--- src/rtl/lab1_sweep_pkg.sv ---
// ============================================================================
// Module  : lab1_sweep_pkg
// Brief   : Shared state encodings and sizing helpers for the lab1 key sweeper.
// Rev     : 1.0
// ============================================================================
`default_nettype none

package lab1_sweep_pkg;

  localparam int STATE_W = 2;

  localparam logic [STATE_W-1:0] ST_IDLE   = 2'd0;
  localparam logic [STATE_W-1:0] ST_SETTLE = 2'd1;
  localparam logic [STATE_W-1:0] ST_SAMPLE = 2'd2;
  localparam logic [STATE_W-1:0] ST_DONE   = 2'd3;

  function automatic int vec_count(input int key_w);
    return 1 << key_w;
  endfunction

  // A one-cycle settle still needs a 1-bit counter to hold its reload of zero.
  function automatic int settle_cnt_w(input int settle_cyc);
    return (settle_cyc > 1) ? $clog2(settle_cyc) : 1;
  endfunction

endpackage

`default_nettype wire

--- src/rtl/lab1_sweep_timer.sv ---
// ============================================================================
// Module  : lab1_sweep_timer
// Brief   : Settle down-counter; expire is high once SETTLE_CYC-1 enabled
//           cycles have elapsed since the last load.
// Rev     : 1.0
// ============================================================================
`default_nettype none

module lab1_sweep_timer
  import lab1_sweep_pkg::*;
#(
  parameter int SETTLE_CYC = 2
) (
  input  logic clk,
  input  logic rst,
  input  logic load,
  input  logic en,
  output logic expire
);

  localparam int CNT_W = settle_cnt_w(SETTLE_CYC);
  localparam logic [CNT_W-1:0] c_reload = CNT_W'(SETTLE_CYC - 1);

  logic [CNT_W-1:0] r_cnt;

  always_ff @(posedge clk) begin
    if (rst) begin
      r_cnt <= '0;
    end else if (load) begin
      r_cnt <= c_reload;
    end else if (en && (r_cnt != '0)) begin
      r_cnt <= r_cnt - 1'b1;
    end
  end

  assign expire = (r_cnt == '0);

endmodule

`default_nettype wire

--- src/rtl/lab1_sweep_ctrl.sv ---
// ============================================================================
// Module  : lab1_sweep_ctrl
// Brief   : Drives the lab1 key bus through every value, samples the LED after
//           a settle window and builds the truth table. Optional golden-table
//           compare is enabled by defining LAB1_SWEEP_CMP_EN.
// Rev     : 1.0
// ============================================================================
`default_nettype none

module lab1_sweep_ctrl
  import lab1_sweep_pkg::*;
#(
  parameter int KEY_W      = 4,
  parameter int SETTLE_CYC = 2,
  parameter logic [vec_count(KEY_W)-1:0] EXPECTED = 16'h8000
) (
  input  logic                        clk,
  input  logic                        rst,
  input  logic                        start,
  output logic [KEY_W-1:0]            key_o,
  input  logic                        led_i,
  output logic                        busy,
  output logic                        done,
  output logic [vec_count(KEY_W)-1:0] table_o
`ifdef LAB1_SWEEP_CMP_EN
  ,
  output logic [KEY_W:0]              mismatch_cnt,
  output logic [KEY_W-1:0]            fail_idx
`endif
);

  localparam int N = vec_count(KEY_W);
  localparam logic [KEY_W-1:0] c_key_last = KEY_W'(N - 1);

  logic [STATE_W-1:0] r_state;
  logic [STATE_W-1:0] w_state_nxt;
  logic [KEY_W-1:0]   r_key;
  logic [N-1:0]       r_table;
  logic               w_accept;
  logic               w_sample;
  logic               w_last;
  logic               w_expire;

  assign w_accept = (r_state == ST_IDLE) && start;
  assign w_sample = (r_state == ST_SAMPLE);
  assign w_last   = (r_key == c_key_last);

  lab1_sweep_timer #(
    .SETTLE_CYC (SETTLE_CYC)
  ) u_timer (
    .clk    (clk),
    .rst    (rst),
    .load   (w_accept || (w_sample && !w_last)),
    .en     (r_state == ST_SETTLE),
    .expire (w_expire)
  );

  always_ff @(posedge clk) begin
    if (rst) begin
      r_state <= ST_IDLE;
    end else begin
      r_state <= w_state_nxt;
    end
  end

  always_comb begin
    w_state_nxt = r_state;
    case (r_state)
      ST_IDLE:   if (start)    w_state_nxt = ST_SETTLE;
      ST_SETTLE: if (w_expire) w_state_nxt = ST_SAMPLE;
      ST_SAMPLE: w_state_nxt = w_last ? ST_DONE : ST_SETTLE;
      ST_DONE:   w_state_nxt = ST_IDLE;
      default:   w_state_nxt = ST_IDLE;
    endcase
  end

  always_comb begin
    busy = 1'b0;
    done = 1'b0;
    case (r_state)
      ST_SETTLE, ST_SAMPLE: busy = 1'b1;
      ST_DONE:              done = 1'b1;
      default:              ;
    endcase
  end

  // The key only moves on a sample edge, so lab1 sees a steady bus while settling.
  always_ff @(posedge clk) begin
    if (rst || w_accept) begin
      r_key   <= '0;
      r_table <= '0;
    end else if (w_sample) begin
      r_table[r_key] <= led_i;
      r_key          <= w_last ? '0 : r_key + 1'b1;
    end
  end

  assign key_o   = r_key;
  assign table_o = r_table;

`ifdef LAB1_SWEEP_CMP_EN
  localparam logic [KEY_W:0] c_mis_max = (KEY_W + 1)'(N);

  logic [KEY_W:0]   r_mis_cnt;
  logic [KEY_W-1:0] r_fail_idx;
  logic             w_mis;

  assign w_mis = (led_i != EXPECTED[r_key]);

  // A zero count means no mismatch yet this sweep; it never returns to zero.
  always_ff @(posedge clk) begin
    if (rst || w_accept) begin
      r_mis_cnt  <= '0;
      r_fail_idx <= '0;
    end else if (w_sample && w_mis) begin
      if (r_mis_cnt != c_mis_max) begin
        r_mis_cnt <= r_mis_cnt + 1'b1;
      end
      if (r_mis_cnt == '0) begin
        r_fail_idx <= r_key;
      end
    end
  end

  assign mismatch_cnt = r_mis_cnt;
  assign fail_idx     = r_fail_idx;
`else
  logic w_unused_expected;
  assign w_unused_expected = ^EXPECTED;
`endif

endmodule

`default_nettype wire

--- config.mk ---
export PLATFORM = sky130hd
export DESIGN_NAME = lab1_sweep_ctrl
export DESIGN_NICKNAME = d
export VERILOG_FILES = /design/src/rtl/lab1_sweep_pkg.sv /design/src/rtl/lab1_sweep_timer.sv /design/src/rtl/lab1_sweep_ctrl.sv
export SDC_FILE = /design/constraint.sdc
export NUM_CORES = 1
export LEC_CHECK = 0
export ABC_AREA = 0
export BUFFER_PORTS_ARGS = -buffer_cell sky130_fd_sc_hd__buf_2
export CAP_MARGIN = 15
export CORE_MARGIN = 4
export CORE_UTILIZATION = 56
export DETAILED_ROUTE_END_ITERATION = 8
export PLACE_DENSITY = 0.83
export SLEW_MARGIN = 5
export SYNTH_ARGS = -nofsm -noshare
export SYNTH_HDL_FRONTEND = slang
export SYNTH_SLANG_ARGS = --single-unit
export TNS_END_PERCENT = 1
--- constraint.sdc ---
create_clock -name clk -period 3.21 [get_ports clk]
set_input_delay 0.963 -clock clk [delete_from_list [all_inputs] [get_ports clk]]
set_output_delay 0.963 -clock clk [all_outputs]
set_load 0.05 [all_outputs]
Yosys cells after proc, flatten, opt, wreduce, memory -nomap -nowiden
Index checks and enable logic that the tools add are counted.
- eq/ne operators: 6
- multiplexer cells: 12
- add/sub/neg operators: 2
- reductions and logical operators: 11
- order comparisons: 2
- shift-type cells: 0
- multipliers: 0
- div/mod/pow operators: 0
- bitwise operators: 0
- operator list (cell ; number):
    $bwmux 16 ; 1
    $pmux 2 s4 ; 1
    $mux 2 ; 3
    $lt 4x5->1 const B ; 1
    $mux 1 ; 5
    $add 4x1->4 const B ; 1
    $demux 1 s4 ; 1
    $eq 2x2->1 const B ; 2
    $eq 4x4->1 const B ; 1
    $ge 4x1->1 const B ; 1
    $logic_and 1x1->1 ; 4
    $mux 4 ; 1
    $ne 2x2->1 const B ; 2
    $eq 2x1->1 const B ; 1
    $logic_not 2->1 ; 1
    $logic_or 1x1->1 ; 2
    $reduce_and 2->1 ; 1
    $reduce_bool 2->1 ; 1
    $reduce_or 2->1 ; 1
    $logic_not 1->1 ; 1
    $sub 1x1->1 const B ; 1
- memories: 0
- bits in latches: 0
- memory bits (writable): 0
- input bits: 4
- ROM bits: 0
- register bits: 23
- output and inout bits: 22
- logic and storage cells: 37

Depth between registers and ports, before layout
- depth in word-level cells: 5
- depth in mapped cells: 7
- mapped depth without buffers: 5

Cells and area by module
From an unflattened synthesis, not the netlist that was laid out.
- cells, all modules: 127
- area, all modules: 1156.1 um^2
- by module, submodules not included (module ; sequential area each (um^2) ; cells each ; area an instance (um^2) ; instances):
    lab1_sweep_ctrl ; 440.4 ; 122 ; 1113.6 ; 1
    lab1_sweep_timer ; 20.0 ; 5 ; 42.5 ; 1

Worst setup path after synthesis
No wires, ideal clock.
- path kind: reg2out
- start: register r_state[1]
- end: output busy
- buffers on the path: 0
- required time: 2.247 ns
- cell stages (with the launch flop): 3
- arrival time: 0.963 ns
- setup slack: 1.284 ns
- cells stage by stage: dfxtp_1 inv_1 ha_1
- cells in the longest elaborated chain, start to end: 3
- elaborated cells between the ends (all ways): 4
- those cells by class: eq/ne (2); mux (1); reduce/logical (1)
- ends and longest elaborated chain (element ; line ; RTL):
    start, declared ; lab1_sweep_ctrl.sv:35 ; logic [STATE_W-1:0] r_state;
    start signal, assigned ; lab1_sweep_ctrl.sv:62 ; r_state <= w_state_nxt;
    $eq 2x2->1 / $eq 2x1->1 (equally long branches) ; lab1_sweep_ctrl.sv:80 ; case (r_state)
    $reduce_or 2->1 (*) ; lab1_sweep_ctrl.sv:80 ;
    $mux 1 (*) ; lab1_sweep_ctrl.sv:80 ;
    end, declared ; lab1_sweep_ctrl.sv:22 ; output logic busy,
Mark *: on every way between the ends. The rest lies on a longest branch, timed or not.

Worst setup path after layout
- start: register r_key[2] (netlist: key_o[2])
- end: output key_o[2]
- RTL lines (element ; line ; RTL):
    start, declared ; lab1_sweep_ctrl.sv:37 ; logic [KEY_W-1:0] r_key;
    start signal, assigned ; lab1_sweep_ctrl.sv:94 ; r_key <= w_last ? '0 : r_key + 1'b1;
    end, declared ; lab1_sweep_ctrl.sv:20 ; output logic [KEY_W-1:0] key_o,
No word-level cell between the ends.

==> impl_metrics.toml <==
[placed_design]
place_congestion = 0.8625
portBuffers = 25
detailedPlace.worstSlack_ns = 1.202
place_hpwl_um = 1715
postPlaceCellArea_sq_um = 1244

[global_route]
gr-total-overflow = 0
grt_pass1_wl_um = 3870
gr-usage-all-layers = 0.1858
number_of_global_route_vias_before_repair = 865
grt_max_degree = 28
grt_antenna_before_repair = 0

[hold_path]
min_path_cells = 2
worstHoldPathType = "flip-flop to flip-flop"
hp-start = "table_o[2]$_SDFFE_PP0P_"
hold_path_end = "table_o[2]$_SDFFE_PP0P_"

[cts]
ctsHoldBuffers = 0
cts.reportedPaths.clkPinSlew_ns = 0.12
cts_inserted_buffers = 3
tritoncts_num_sinks = 23
tritoncts_clock_tree = "built"
cts_resized = 0
htreeDepth = 1
post-cts-setup-buffer-count = 0
cts.path.max_buffers = 2
cts.root.buffer_cell = "clkbuf_4"
clock_insertion_delay_worst_skew_ns = 0.31

[drt]
detailedRoute.firstPassIterationCount = 4
detailroute.wirelength.met2_um = 1178
final_antenna_net_count = 0
via_count = 962
route.detailed.vias_per_inst = 5.692
wl_met1_um = 1117
post_detailed_route_drc_marker_count = 0
wirelength_um = 2440
avgRoutedWirePerCell_um = 14.44
wl_met3_um = 126
top_layer_used = "met4"
initialDrtViolationCount = 22

[setup_path]
timing.critical_path.required_ns = 2.25
slowest_delay_ns = 0.70
timing.critical_path.buf_inv = 1
r2r_setup_slack_ns = 1.11
critical_path.reg2reg.startpoint = "r_state[0]$_SDFFE_PP0P_"
setup.worst_path.end_class = "output port"
worstSetupPathDepth = 1
critical_path_arrival_ns = 1.39
critPathMaxFanout = 18
cp_top_family = "flip-flops"
worst_r2r_end = "key_o[3]$_SDFFE_PP0N_"
worstSetupStartpointType = "flip-flop"
worstSetupPathType = "flip-flop to output port"
worst_path_cell_trace = "buf_2"
cp_slowest_cell = "dfxtp_1"
worst-r2r-cell-count = 5

[yosys]
ys.flop_type = "dfxtp_1"
synth_most_common_cell = "dfxtp_1"
synth.yosys.seq_area_share = 0.4098
syn-num-nets = 136
netlist_instances = 123
async_reset_ff_frac = 0
mappedNetlistArea_sq_um = 1124
ys_top_cells_by_area = "dfxtp_1 41%, mux2i_1 12%, ha_1 10%, nand4b_1 6.2%, nor2_1 5.7%"
avgSynthCellArea_sq_um = 9.135
synth_cell_type_count = 24
synthDominantAreaCellType = "dfxtp_1"
yosys_warnings = 0
post-synth-top-area-fraction = 0.4098
synth_top_cells_by_count = "23 x dfxtp_1, 17 x nor2_1, 13 x mux2i_1"
yosys_register_bits = 23
synth_enable_flop_cells = 0

[sta]
final.setup.worst_slack_ns = 0.8613
hold_viol = 0
tns_ns = 0
finalClockSkew_ns = 0.004172
min_period_over_period = 0.7317
max-slew-margin-rel = 0.4053
fmax_mhz = 425.8
setup_viol_count_final = 0
slew_viol_final = 0
rsz0062_at_grt = "false"
clock_period_minus_final_worst_setup_slack_ns = 2.349
tightest_slew_ns = 0.8921

[power]
p_per_area_nw_per_um2 = 494.2
leakagePower_nw = 0.6095
ir_worst_vdd_mv = 0.3388

[finish]
layout-area-overhead-vs-synth_pct = 13.14
diodes = 0
finalInstanceArea_sq_um = 1271
drive_gt1_frac = 0.2153
final_nets = 158

[floorplanning]
die_area_sq_um = 2787
floorplan.rows = 15
floorplan.initialDensity = 0.6172
design.portCount = 26
fp.dieH_um = 52.79
die_width_um = 52.79
core_area_sq_um = 1821

[run]
maxCapViolCount = 0

[outcome]
result_of_the_run = "complete, no violations"
## registers in the layout (all words and copies together), names as in the netlist
register and flops:
table_o 16, key_o 4, r_state 2, u_timer.r_cnt 1
## power breakdown
| group | internal, mW | switching, mW |
|---|---|---|
| clock network | 0.0466 | 0.0865 |
| registers | 0.301 | 0.0156 |
| logic | 0.0473 | 0.132 |
| total | 0.395 | 0.234 |
## metrics by stage
step	utilization	power, mW	std cells	hold slack (ns)
floorplan	-	0.4679	123	0.4711
global placement	0.6832	0.4871	165	0.4601
detailed placement	0.6832	0.4970	165	0.4731
CTS	0.6983	0.6278	169	0.4912
global route	0.6983	0.6555	169	0.5165
finish	0.6983	0.6282	169	0.4916
## layout by cell type (no fill, tap or decap), types with 2 or more instances in the layout
cell type   n
o21ai_0     5
nand4b_1    8
buf_2      25
nand4_1     8
inv_1       4
mux2i_1    13
ha_1        9
nand2_1     8
dfxtp_1    23
a21oi_1     7
nor2_1     17
clkbuf_4    3
nand3_1     2
## cell families after synthesis
| kind of cell | share of synthesized area |
|---|---|
| adder cells (fa/ha/maj) | 0.1002 |
| flip-flops | 0.4098 |
| multiplexers | 0.1158 |
| AND/OR/NAND/NOR | 0.2238 |
| XOR/XNOR | 0.007797 |
| AO/OA/AOI/OAI | 0.09354 |
| buffers and inverters | 0.04899 |
## final cells by class
class	instances	area [sq um]
clock buffers	3	22.52
clock inverters	1	5.005
fillers	155	549.3
inverters	5	18.77
multi-input cells	87	608.1
flip-flops and latches	23	460.4
well taps	25	31.28
repair buffers	25	125.1
## worst max-delay path by stage
stage	startpoint	endpoint	slack (ns)
after floorplan	r_state[1]$_SDFFE_PP0P_	busy	1.28
after global placement	r_state[0]$_SDFFE_PP0P_	busy	1.31
after detailed placement	r_state[0]$_SDFFE_PP0P_	key_o[3]$_SDFFE_PP0N_	1.20
after CTS	key_o[2]$_SDFFE_PP0N_	key_o[2]	0.89
after global routing	key_o[2]$_SDFFE_PP0N_	key_o[2]	0.79
final	key_o[2]$_SDFFE_PP0N_	key_o[2]	0.86
## layer usage
metal / track usage / vias to the layer above
met5: 0 / -
met4: 0.05106 / 0
met3: 0.03419 / 4
met2: 0.3140 / 30
met1: 0.2391 / 449
li1: - / 479
No activity file was read; power rests on OpenSTA's default activity.
